## src/rtl/log_lut_port_arbiter_pkg.sv

```systemverilog
// Shared definitions for the log2 LUT port arbiter.
//  - LOG_LUT_ADDR_W / LOG_LUT_DATA_W : default ROM geometry
//  - MAX_REQ / IDW                   : largest supported requester count and its id width
//  - lut_tag_t                       : per-port in-flight tag {valid, requester id}
//  - rr_next()                       : first requesting index scanning from ptr, modulo n
package log_lut_port_arbiter_pkg;

    localparam int LOG_LUT_ADDR_W = 4;
    localparam int LOG_LUT_DATA_W = 20;
    localparam int MAX_REQ        = 8;
    // Ids are sized for the largest legal NUM_REQ so one tag type serves every
    // instance; for smaller NUM_REQ the upper id bits simply stay 0.
    localparam int IDW            = $clog2(MAX_REQ);

    typedef struct packed {
        logic           v;
        logic [IDW-1:0] id;
    } lut_tag_t;

    // Returns the first index k (in ptr, ptr+1, ... mod n order) with req[k] set;
    // returns 0 when nothing is requesting, so callers qualify with |req.
    function automatic logic [IDW-1:0] rr_next(input logic [MAX_REQ-1:0] req,
                                               input logic [IDW-1:0]     ptr,
                                               input int                 n);
        logic [IDW-1:0] sel;
        logic           found;
        int             idx;
        sel   = '0;
        found = 1'b0;
        for (int k = 0; k < MAX_REQ; k++) begin
            if (k < n) begin
                idx = int'(ptr) + k;
                if (idx >= n) idx = idx - n;
                if (!found && req[idx[IDW-1:0]]) begin
                    sel   = idx[IDW-1:0];
                    found = 1'b1;
                end
            end
        end
        return sel;
    endfunction

endpackage

```

## src/rtl/log_lut_port_arbiter_if.sv

```systemverilog
// Requester-side bus of the log2 LUT port arbiter.
//  - req_valid/req_addr/req_ready : lookup request handshake (flat, ADDR_WIDTH slice per requester)
//  - resp_valid/resp_data         : one-cycle response pulse and held data (DATA_WIDTH slice per requester)
//  master = requester lanes, slave = arbiter.
interface log_lut_port_arbiter_if #(
    parameter int NUM_REQ    = 4,
    parameter int ADDR_WIDTH = 4,
    parameter int DATA_WIDTH = 20
);
    logic [NUM_REQ-1:0]            req_valid;
    logic [NUM_REQ*ADDR_WIDTH-1:0] req_addr;
    logic [NUM_REQ-1:0]            req_ready;
    logic [NUM_REQ-1:0]            resp_valid;
    logic [NUM_REQ*DATA_WIDTH-1:0] resp_data;

    modport master (
        output req_valid, req_addr,
        input  req_ready, resp_valid, resp_data
    );

    modport slave (
        input  req_valid, req_addr,
        output req_ready, resp_valid, resp_data
    );
endinterface

```

## src/rtl/log_lut_port_arbiter_rr_pick2.sv

```systemverilog
// Combinational two-winner round-robin picker.
//  - req  : requesting lanes
//  - ptr  : current round-robin start index
//  - ga/va: first requester from ptr (port A winner)
//  - gb/vb: next requester after ga in the same scan (port B winner)
module log_lut_port_arbiter_rr_pick2
    import log_lut_port_arbiter_pkg::*;
#(
    parameter int NUM_REQ = 4
) (
    input  logic [NUM_REQ-1:0] req,
    input  logic [IDW-1:0]     ptr,
    output logic [IDW-1:0]     ga,
    output logic [IDW-1:0]     gb,
    output logic               va,
    output logic               vb
);
    logic [MAX_REQ-1:0] req_ext;
    logic [MAX_REQ-1:0] req_b;
    logic [IDW-1:0]     ptr_b;

    // Nothing between ptr and ga is requesting, so the second winner is just the
    // first remaining requester scanning on from ga+1.
    always_comb begin
        req_ext              = '0;
        req_ext[NUM_REQ-1:0] = req;
        ga                   = rr_next(req_ext, ptr, NUM_REQ);
        va                   = |req_ext;
        req_b                = req_ext;
        req_b[ga]            = 1'b0;
        ptr_b                = (ga == IDW'(NUM_REQ - 1)) ? '0 : ga + 1'b1;
        gb                   = rr_next(req_b, ptr_b, NUM_REQ);
        vb                   = |req_b;
    end
endmodule

```

## src/rtl/log_lut_port_arbiter.sv

```systemverilog
// Shares the two read ports of the dual-port log2 ROM among NUM_REQ requesters.
//  - clk, rst            : clock, synchronous active-high reset
//  - req_if (slave)      : requester bus (request handshake, response pulse/data)
//  - lut_addr_a/b        : ROM port addresses (0 when the port is unused)
//  - lut_we_a/b          : ROM write enables, tied 0
//  - lut_q_a/b           : ROM read data, LUT_LATENCY cycles after the address
//  - busy                : a granted lookup is still in flight
// Up to two grants per cycle with rotating priority; a tag pipeline matched to
// the ROM latency steers each returning word to the requester that issued it.
module log_lut_port_arbiter
    import log_lut_port_arbiter_pkg::*;
#(
    parameter int NUM_REQ     = 4,
    parameter int ADDR_WIDTH  = LOG_LUT_ADDR_W,
    parameter int DATA_WIDTH  = LOG_LUT_DATA_W,
    parameter int LUT_LATENCY = 1
) (
    input  logic                  clk,
    input  logic                  rst,
    log_lut_port_arbiter_if.slave req_if,
    output logic [ADDR_WIDTH-1:0] lut_addr_a,
    output logic [ADDR_WIDTH-1:0] lut_addr_b,
    output logic                  lut_we_a,
    output logic                  lut_we_b,
    input  logic [DATA_WIDTH-1:0] lut_q_a,
    input  logic [DATA_WIDTH-1:0] lut_q_b,
    output logic                  busy
);
    logic [IDW-1:0]                rr_ptr_q, rr_ptr_d;
    lut_tag_t [LUT_LATENCY-1:0]    tag_a_q, tag_a_d;
    lut_tag_t [LUT_LATENCY-1:0]    tag_b_q, tag_b_d;
    logic [NUM_REQ-1:0]            resp_valid_q, resp_valid_d;
    logic [NUM_REQ*DATA_WIDTH-1:0] resp_data_q, resp_data_d;

    logic [IDW-1:0]     ga, gb;
    logic               va, vb;
    logic               gnt_a, gnt_b;
    logic [NUM_REQ-1:0] req_ready;
    lut_tag_t           tail_a, tail_b;

    log_lut_port_arbiter_rr_pick2 #(.NUM_REQ(NUM_REQ)) u_pick (
        .req (req_if.req_valid),
        .ptr (rr_ptr_q),
        .ga  (ga),
        .gb  (gb),
        .va  (va),
        .vb  (vb)
    );

    // No grants while in reset, so nothing is issued that reset would orphan.
    assign gnt_a = va & ~rst;
    assign gnt_b = vb & ~rst;

    always_comb begin
        req_ready  = '0;
        lut_addr_a = '0;
        lut_addr_b = '0;
        for (int i = 0; i < NUM_REQ; i++) begin
            if (gnt_a && ga == IDW'(i)) begin
                req_ready[i] = 1'b1;
                lut_addr_a   = req_if.req_addr[i*ADDR_WIDTH +: ADDR_WIDTH];
            end
            if (gnt_b && gb == IDW'(i)) begin
                req_ready[i] = 1'b1;
                lut_addr_b   = req_if.req_addr[i*ADDR_WIDTH +: ADDR_WIDTH];
            end
        end
    end

    // Pointer moves past the last winner; wrap to 0 is spelled out because
    // NUM_REQ need not be a power of two.
    always_comb begin
        rr_ptr_d = rr_ptr_q;
        if (gnt_b)
            rr_ptr_d = (gb == IDW'(NUM_REQ - 1)) ? '0 : gb + 1'b1;
        else if (gnt_a)
            rr_ptr_d = (ga == IDW'(NUM_REQ - 1)) ? '0 : ga + 1'b1;
    end

    // Tag pipeline: stage 0 captures the grant, the tail lines up with lut_q.
    always_comb begin
        tag_a_d       = tag_a_q;
        tag_b_d       = tag_b_q;
        tag_a_d[0].v  = gnt_a;
        tag_a_d[0].id = ga;
        tag_b_d[0].v  = gnt_b;
        tag_b_d[0].id = gb;
        for (int k = 1; k < LUT_LATENCY; k++) begin
            tag_a_d[k] = tag_a_q[k-1];
            tag_b_d[k] = tag_b_q[k-1];
        end
    end

    assign tail_a = tag_a_q[LUT_LATENCY-1];
    assign tail_b = tag_b_q[LUT_LATENCY-1];

    // The picker never returns the same id on both ports, so the two writes
    // below never target the same slice.
    always_comb begin
        resp_valid_d = '0;
        resp_data_d  = resp_data_q;
        for (int i = 0; i < NUM_REQ; i++) begin
            if (tail_a.v && tail_a.id == IDW'(i)) begin
                resp_valid_d[i]                       = 1'b1;
                resp_data_d[i*DATA_WIDTH +: DATA_WIDTH] = lut_q_a;
            end
            if (tail_b.v && tail_b.id == IDW'(i)) begin
                resp_valid_d[i]                       = 1'b1;
                resp_data_d[i*DATA_WIDTH +: DATA_WIDTH] = lut_q_b;
            end
        end
    end

    always_comb begin
        busy = 1'b0;
        for (int k = 0; k < LUT_LATENCY; k++)
            busy = busy | tag_a_q[k].v | tag_b_q[k].v;
    end

    always_ff @(posedge clk) begin
        if (rst) begin
            rr_ptr_q     <= '0;
            tag_a_q      <= '0;
            tag_b_q      <= '0;
            resp_valid_q <= '0;
            resp_data_q  <= '0;
        end else begin
            rr_ptr_q     <= rr_ptr_d;
            tag_a_q      <= tag_a_d;
            tag_b_q      <= tag_b_d;
            resp_valid_q <= resp_valid_d;
            resp_data_q  <= resp_data_d;
        end
    end

    assign req_if.req_ready  = req_ready;
    assign req_if.resp_valid = resp_valid_q;
    assign req_if.resp_data  = resp_data_q;
    assign lut_we_a          = 1'b0;
    assign lut_we_b          = 1'b0;
endmodule

```

## src/flat_wrapper.sv

```systemverilog
// flat-port wrapper written by rule: the top's interface ports become plain ports
module log_lut_port_arbiter_flat import log_lut_port_arbiter_pkg::*;
#(
    parameter int NUM_REQ     = 4,
    parameter int ADDR_WIDTH  = LOG_LUT_ADDR_W,
    parameter int DATA_WIDTH  = LOG_LUT_DATA_W,
    parameter int LUT_LATENCY = 1
)
  (clk, rst, lut_addr_a, lut_addr_b, lut_we_a, lut_we_b, lut_q_a, lut_q_b, busy, req_if_req_valid, req_if_req_addr, req_if_req_ready, req_if_resp_valid, req_if_resp_data);
  log_lut_port_arbiter_if #(.NUM_REQ(NUM_REQ), .ADDR_WIDTH(ADDR_WIDTH), .DATA_WIDTH(DATA_WIDTH)) req_if_i ();
  input  logic clk;
  input  logic rst;
  output logic [ADDR_WIDTH-1:0] lut_addr_a;
  output logic [ADDR_WIDTH-1:0] lut_addr_b;
  output logic lut_we_a;
  output logic lut_we_b;
  input  logic [DATA_WIDTH-1:0] lut_q_a;
  input  logic [DATA_WIDTH-1:0] lut_q_b;
  output logic busy;
  input wire logic [$bits(req_if_i.req_valid)-1:0] req_if_req_valid;
  input wire logic [$bits(req_if_i.req_addr)-1:0] req_if_req_addr;
  output wire logic [$bits(req_if_i.req_ready)-1:0] req_if_req_ready;
  output wire logic [$bits(req_if_i.resp_valid)-1:0] req_if_resp_valid;
  output wire logic [$bits(req_if_i.resp_data)-1:0] req_if_resp_data;
  assign req_if_i.req_valid = req_if_req_valid;
  assign req_if_i.req_addr = req_if_req_addr;
  assign req_if_req_ready = req_if_i.req_ready;
  assign req_if_resp_valid = req_if_i.resp_valid;
  assign req_if_resp_data = req_if_i.resp_data;
  log_lut_port_arbiter #(.NUM_REQ(NUM_REQ), .ADDR_WIDTH(ADDR_WIDTH), .DATA_WIDTH(DATA_WIDTH), .LUT_LATENCY(LUT_LATENCY)) u_core (.clk(clk), .rst(rst), .req_if(req_if_i), .lut_addr_a(lut_addr_a), .lut_addr_b(lut_addr_b), .lut_we_a(lut_we_a), .lut_we_b(lut_we_b), .lut_q_a(lut_q_a), .lut_q_b(lut_q_b), .busy(busy));
endmodule
```

## config.mk

```make
export PLATFORM = sky130hd
export DESIGN_NAME = log_lut_port_arbiter_flat
export DESIGN_NICKNAME = d
export VERILOG_FILES = /design/src/rtl/log_lut_port_arbiter_pkg.sv /design/src/rtl/log_lut_port_arbiter_if.sv /design/src/rtl/log_lut_port_arbiter_rr_pick2.sv /design/src/rtl/log_lut_port_arbiter.sv /design/src/flat_wrapper.sv
export SDC_FILE = /design/constraint.sdc
export NUM_CORES = 1
export LEC_CHECK = 0
export CAP_MARGIN = 10
export CORE_ASPECT_RATIO = 1.1
export CORE_MARGIN = 2
export CORE_UTILIZATION = 60
export DETAILED_ROUTE_END_ITERATION = 8
export DONT_BUFFER_PORTS = 1
export GPL_TIMING_DRIVEN = 0
export PLACE_DENSITY_LB_ADDON = 0.08
export SYNTH_ARGS = -nofsm -noshare
export SYNTH_HDL_FRONTEND = slang
export SYNTH_SLANG_ARGS = --single-unit
```

## constraint.sdc

```tcl
create_clock -name clk -period 6.3 [get_ports clk]
set_input_delay 0.945 -clock clk [delete_from_list [all_inputs] [get_ports clk]]
set_output_delay 0.945 -clock clk [all_outputs]
set_load 0.03 [all_outputs]
```

# Yosys cells after proc, flatten, opt, wreduce, memory -nomap -nowiden
# Cells that the tools add are included.
# W data, S select, Z words.
[totals] romBits=0 latchBits=0 memories=0 register_bits=95 input_bits=62 mem_bits_rw=0
[op_classes] n_bitwise=6 addsub=16 shifts=0 multipliers=0 n_eq_ne=12 n_lt_le_gt_ge=18 n_mux=76 div_mod_pow=0 reduce_logical=40
[op_table] op="$mux W20" n=8
[op_table] op="$mux W3" n=20
[op_table] op="$lt A3 B4 Y1 const B" n=9
[op_table] op="$mux W4" n=8
[op_table] op="$mux W1" n=31
[op_table] op="$bmux W1 S3" n=8
[op_table] op="$eq A3 B2 Y1 const B" n=8
[op_table] op="$ge A4 B3 Y1 const B" n=6
[op_table] op="$sub A3 B3 Y3 const B" n=8
[op_table] op="$logic_and A1 B1 Y1" n=23
[op_table] op="$add A3 B2 Y4 const B" n=4
[op_table] op="$eq A3 B1 Y1 const B" n=4
[op_table] op="$logic_not A3 Y1" n=4
[op_table] op="$reduce_bool A2 Y1" n=5
[op_table] op="$add A3 B1 Y4 const B" n=2
[op_table] op="$and A4 B8 Y8" n=1
[op_table] op="$not A8 Y8" n=1
[op_table] op="$reduce_or A8 Y1" n=1
[op_table] op="$add A3 B1 Y3 const B" n=2
[op_table] op="$ge A3 B3 Y1 const B" n=2
[op_table] op="$logic_not A1 Y1" n=6
[op_table] op="$reduce_or A4 Y1" n=1
[op_table] op="$demux W1 S3" n=1
[op_table] op="$ge A3 B1 Y1 const B" n=1
[op_table] op="other kinds (3)" n=4

# Depth between registers and ports, before layout
[logic_depth] ltp_word=38 ltp_mapped=24 ltp_nobuf=22

# Hierarchy
# From an unflattened synthesis, not the netlist that was laid out.
[hier_totals] cells_unflattened=674 hier_area_um2=5190.0
[modules_own_cells] mod="log_lut_port_arbiter" instances=1 cells_each=569 area_per_inst_um2=4430.5
[modules_own_cells] mod="log_lut_port_arbiter_rr_pick2" instances=1 cells_each=105 area_per_inst_um2=759.5

# Least setup slack after synthesis
# No wires, ideal clock.
[synth_timing] path_kind="flip-flop to output port" startpoint="reg u_core.rr_ptr_q[1]" endpoint="out lut_addr_b[0]" stages_incl_launch_ff=22 required_ns=5.355 path_buffers=4 t_arrival_ns=5.137 setup_slack_ns=0.218 cell_sequence="dfxtp_1 > buf_4 > inv_2 > ha_1 > buf_2 > mux2i_1 > nand2_1 > and3_1 > a221oi_1 > inv_1 > ha_1 > clkbuf_1 > nor2b_1 > nor2_1 > nor2_1 > a211oi_1 > nand2_1 > ha_1 > clkbuf_1 > nor3b_1 > o31ai_1 > o31ai_1"
[synth_via] elab_chain_len=38 elab_cells_between_ends=96
[synth_rtl] element="from (decl)" line="log_lut_port_arbiter.sv:29" rtl="logic [IDW-1:0] rr_ptr_q, rr_ptr_d;"
[synth_rtl] element="from (signal assigned)" line="log_lut_port_arbiter.sv:128" rtl="rr_ptr_q <= rr_ptr_d;"
[synth_rtl] element="branches (longest 13 deep; another with $add A3 B1 Y4)"
[synth_rtl] element="$mux W3 *" line="log_lut_port_arbiter_pkg.sv:34" rtl="if (!found && req[idx[IDW-1:0]]) begin"
[synth_rtl] element="net u_core.ga[1]" line="log_lut_port_arbiter.sv:35" rtl="logic [IDW-1:0] ga, gb;"
[synth_rtl] element="branches (longest 23 deep; another with $add A3 B1 Y4)"
[synth_rtl] element="$mux W4 *" line="log_lut_port_arbiter.sv:63" rtl="if (gnt_b && gb == IDW'(i)) begin"
[synth_rtl] element="to (decl)" line="flat_wrapper.sv:14" rtl="output logic [ADDR_WIDTH-1:0] lut_addr_b;"
# Mark *: on every way through the listed nets, which the timed path passes. The select of a mux whose other input is x is not followed.

# Final worst setup path
[layout_timing] startpoint="reg u_core.rr_ptr_q[1]" endpoint="out lut_addr_b[3]"
# Same word-level chain as after synthesis.

==> load_flow_metrics.sql <==
INSERT INTO impl_metrics (metric_group, metric, value, unit) VALUES
('outcome', 'outcome', 'complete, no violations', ''),
('sta', 'final_period_minus_worst_setup_slack', '6.05', 'ns'),
('cts', 'htreeDepth', '3', ''),
('cts', 'clock_latency', '0.37', 'ns'),
('setup_path', 'setup.worst_path.end_class', 'primary output', ''),
('final_layout', 'num_antenna_cells', '0', ''),
('global_route', 'grt_start_max_net_pins', '15', ''),
('cts', 'tritoncts', 'done', ''),
('global_route', 'grt_antenna_before_repair', '0', ''),
('run', 'cap_violations', '0', ''),
('placement', 'buffer_ports.inserted', '0', ''),
('hold_path', 'worst_hold_startpoint', 'u_core.rr_ptr_q[2]', ''),
('detailed_routing', 'vias', '5063', ''),
('placement', 'placedCellCount', '744', ''),
('floorplan', 'initial_cell_density_of_the_core', '61.7', '%'),
('detailed_routing', '1st_pass_router_iterations', '5', ''),
('logic_synthesis', 'ys_types', '69', ''),
('logic_synthesis', 'synth_async_sr_flop_share', '0', '%'),
('placement', 'dp_worst_setup_slack', '-0.896', 'ns'),
('logic_synthesis', 'synthesized_area', '5450', 'um2'),
('cts', 'cts-hold-fix-buffers', '0', ''),
('logic_synthesis', 'seq_cells_post_synth', '95', ''),
('hold_path', 'min-delay-path-class', 'flop to flop', ''),
('global_route', 'via_count_of_the_first_global_routing_pass', '4864', ''),
('logic_synthesis', 'yosys-top-cells-area', 'dfxtp_1 (35%), mux2i_1 (16%), a211oi_1 (11%)', ''),
('final_layout', 'drive_gt1_share', '10.6', '%'),
('sta', 'setup-violations-final', '0', ''),
('setup_path', 'critical_path.startpoint_type', 'flop', ''),
('power', 'power_leakage', '0.00221', 'uW'),
('sta', 'fin_worst_skew', '0.00836', 'ns'),
('floorplan', 'top_level_ports', '161', ''),
('logic_synthesis', 'synth_area_per_cell', '8.69', 'um2'),
('sta', 'worst_slack', '0.252', 'ns'),
('detailed_routing', 'viasPerCell', '6.64', ''),
('detailed_routing', 'avgRoutedWirePerCell', '21.5', 'um'),
('floorplan', 'die_width', '94.9', 'um'),
('power', 'clockPowerShare', '14.1', '%'),
('floorplan', 'core_region_area', '8830', 'um2'),
('sta', 'fmax', '0.165', 'GHz'),
('floorplan', 'die_outline_height', '104', 'um'),
('cts', 'tritoncts.num_buffers', '9', ''),
('logic_synthesis', 'ys_dominant_reg_cell', 'dfxtp_1', ''),
('cts', 'clock_sinks', '95', ''),
('final_layout', 'utilization', '67.6', '%'),
('power', 'comb_power_share', '53.5', '%'),
('placement', 'globalplace.congestion', '0.891', ''),
('logic_synthesis', 'synthesis.yosys.warnings', '0', ''),
('sta', 'timing.max_slew.rel_slack', '34.6', '%'),
('power', 'total_switching_power', '1350', 'uW'),
('setup_path', 'worst_setup_path_startpoint', 'u_core.rr_ptr_q[1]', ''),
('logic_synthesis', 'synthCells', '627', ''),
('power', 'seq_power_share', '32.4', '%'),
('logic_synthesis', 'synth-edff-count', '0', ''),
('final_layout', 'syn2layout_area_growth', '9.53', '%'),
('sta', 'timing.final.max_slew_violations', '0', ''),
('setup_path', 'crit-reg2reg-launch', 'u_core.rr_ptr_q[1]', ''),
('detailed_routing', 'wl', '16400', 'um'),
('sta', 'timing.final.hold_violations', '0', ''),
('final_layout', 'final_nets', '715', ''),
('power', 'vdd_ir_drop_max', '0.424', 'mV'),
('sta', 'post-route-period-util', '96.0', '%'),
('global_route', 'grt_first_pass_wirelength', '25300', 'um'),
('final_layout', 'final_cell_count_no_fill', '762', ''),
('power', 'power.internal', '1470', 'uW'),
('detailed_routing', 'first_iter_violations', '366', ''),
('power', 'powerDensity', '471', 'nW/um2'),
('logic_synthesis', 'fraction_of_the_yosys_area_taken_by_sequential_cells', '34.9', '%'),
('setup_path', 'timing.setup.critical_path_class', 'flop to primary output', ''),
('setup_path', 'critPathArrivalTime', '5.10', 'ns'),
('cts', 'ctsLongestPathBuffers', '2', ''),
('setup_path', 'worstPathMaxFanout', '10', ''),
('power', 'sw_frac_of_total', '47.9', '%'),
('floorplan', 'design.die.area', '9860', 'um2'),
('sta', 'worst_pin_slew', '0.972', 'ns'),
('logic_synthesis', 'post-synth-top-area-fraction', '34.9', '%'),
('cts', 'worst_setup_hold_path_clk_slew', '0.08', 'ns'),
('global_route', 'grtUsageTotal', '32.5', '%'),
('detailed_routing', 'detail_route.drc_violations', '0', ''),
('logic_synthesis', 'yosys.area.top_type', 'dfxtp_1', ''),
('global_route', 'grt.overflow.total', '0', ''),
('floorplan', 'rows', '36', ''),
('setup_path', 'required', '5.35', 'ns'),
('placement', 'hpwlAfterDp', '11600', 'um'),
('cts', 'clock_tree.root_cell', 'clkbuf_8', ''),
('detailed_routing', 'antenna_violating_nets_left', '0', '');
## cells in the final DEF (no fill, tap or decap), drive strengths merged, types with 3 or more instances in the layout
cell and n:
nor3b 6, ha 10, and3 10, mux2i 86, nor2 107, dfxtp 95
nor2b 3, a21o 3, nand4 3, a211oi 84, conb 4, o21ai 11
nand4b 4, or2 3, mux2 3, o221ai 3, nor3 3, a21oi 29
buf 17, clkbuf 53, nand2 25, a32oi 3, nand3 4, inv 16
a22oi 6, nand2b 8, and2 4, o31ai 8
## final cells by class
| class | count | area [um2] |
|---|---|---|
| Inverter | 17 | 63.8 |
| Sequential cell | 95 | 1900 |
| Multi-Input combinational cell | 463 | 3380 |
| Fill cell | 745 | 2860 |
| Clock buffer | 13 | 149 |
| Timing Repair Buffer | 3 | 22.5 |
| Clock inverter | 3 | 42.5 |
| Buffer | 54 | 262 |
| Tap cell | 114 | 143 |
## per-layer routing
metal	part of all wire (%)	up-vias	GRT usage (%)
met3	8.8	42	7.68
met2	49	277	54.1
li1	-	2324	-
met4	3.0	0	14.2
met5	0	-	0
met1	39	2420	39.4
## sequential cells by signal, summed over array words and instances, names as in the netlist
signal / cells
u_core.tag_a_q: 4
u_core.rr_ptr_q: 3
u_core.req_if.resp_valid: 4
u_core.req_if.resp_data: 80
u_core.tag_b_q: 4
## power groups by stage
stage	clock network [uW]	registers [uW]	logic [uW]
after floorplan	0	897	1060
after global routing	424	920	1640
after CTS	400	910	1430
final	397	910	1510
after global placement	0	919	1270
after detailed placement	0	923	1290
## final timing paths
check             cells past startpoint  slack [ns]            endpoint
setup / recovery                     19        0.25       lut_addr_b[3]
hold / removal                        1        0.58  u_core.rr_ptr_q[2]
setup reg to reg                     19        1.71  u_core.rr_ptr_q[1]
hold reg to reg                       1        0.58  u_core.rr_ptr_q[2]
## worst max-delay path, cell delays in order (launching register included)
cell and delay (ns):
dfxtp_2 0.41, buf_6 0.17, inv_2 0.09, ha_4 0.30, mux4_2 0.53, a21oi_4 0.32, and2_1 0.25, a221oi_4 0.09
inv_1 0.17, ha_4 0.23, buf_4 0.17, nor2b_4 0.14, nor2_1 0.11, nor2_1 0.06, a211oi_2 0.31, nand2_2 0.13
ha_1 0.32, nor2_1 0.11, o311ai_0 0.19, o31ai_2 0.63
## synth_stat cells (3+ instances only)
| master | n |
|---|---|
| o21ai_0 | 10 |
| buf_1 | 4 |
| nand4b_1 | 3 |
| a21oi_1 | 27 |
| clkbuf_1 | 42 |
| and3_1 | 10 |
| inv_2 | 3 |
| nor3_1 | 3 |
| nor2b_1 | 3 |
| a211oi_1 | 83 |
| dfxtp_1 | 95 |
| nand2b_1 | 8 |
| buf_6 | 3 |
| o221ai_1 | 3 |
| a22oi_1 | 6 |
| buf_4 | 3 |
| ha_1 | 10 |
| mux2_2 | 3 |
| nand3_1 | 4 |
| a21o_1 | 3 |
| o31ai_1 | 8 |
| inv_1 | 13 |
| nor3b_1 | 6 |
| nor2_1 | 107 |
| and2_1 | 3 |
| nand2_1 | 25 |
| mux2i_1 | 85 |
## stage by stage
step           total power, uW  hold slack, ns  area [um2]  setup TNS (ns)
6_report                  2810           0.577        5970               0
3_5_place_dp              2210           0.570        5600           -4.28
5_1_grt                   2990           0.607        5970        -0.00350
4_1_cts                   2740           0.582        5920               0
2_1_floorplan             1960           0.502        5460               0
3_3_place_gp              2190           0.561        5600           -3.92
## cell families after synthesis
group | Yosys count | synth area share [%]
AOI/OAI and AO/OA | 168 | 23.1
and+or+nand+nor | 190 | 16.5
adders and majority gates | 10 | 2.30
muxes | 91 | 17.3
buffers and inverters | 72 | 5.83
DFF | 95 | 34.9
other | 1 | 0.0688
## repair_timing
item,4_1_cts,5_1_grt
resized for setup,20,12
pin swaps,3,4
setup buffers,3,0
setup endpoints to repair,8,6
No activity file was read; power rests on OpenSTA's default activity.
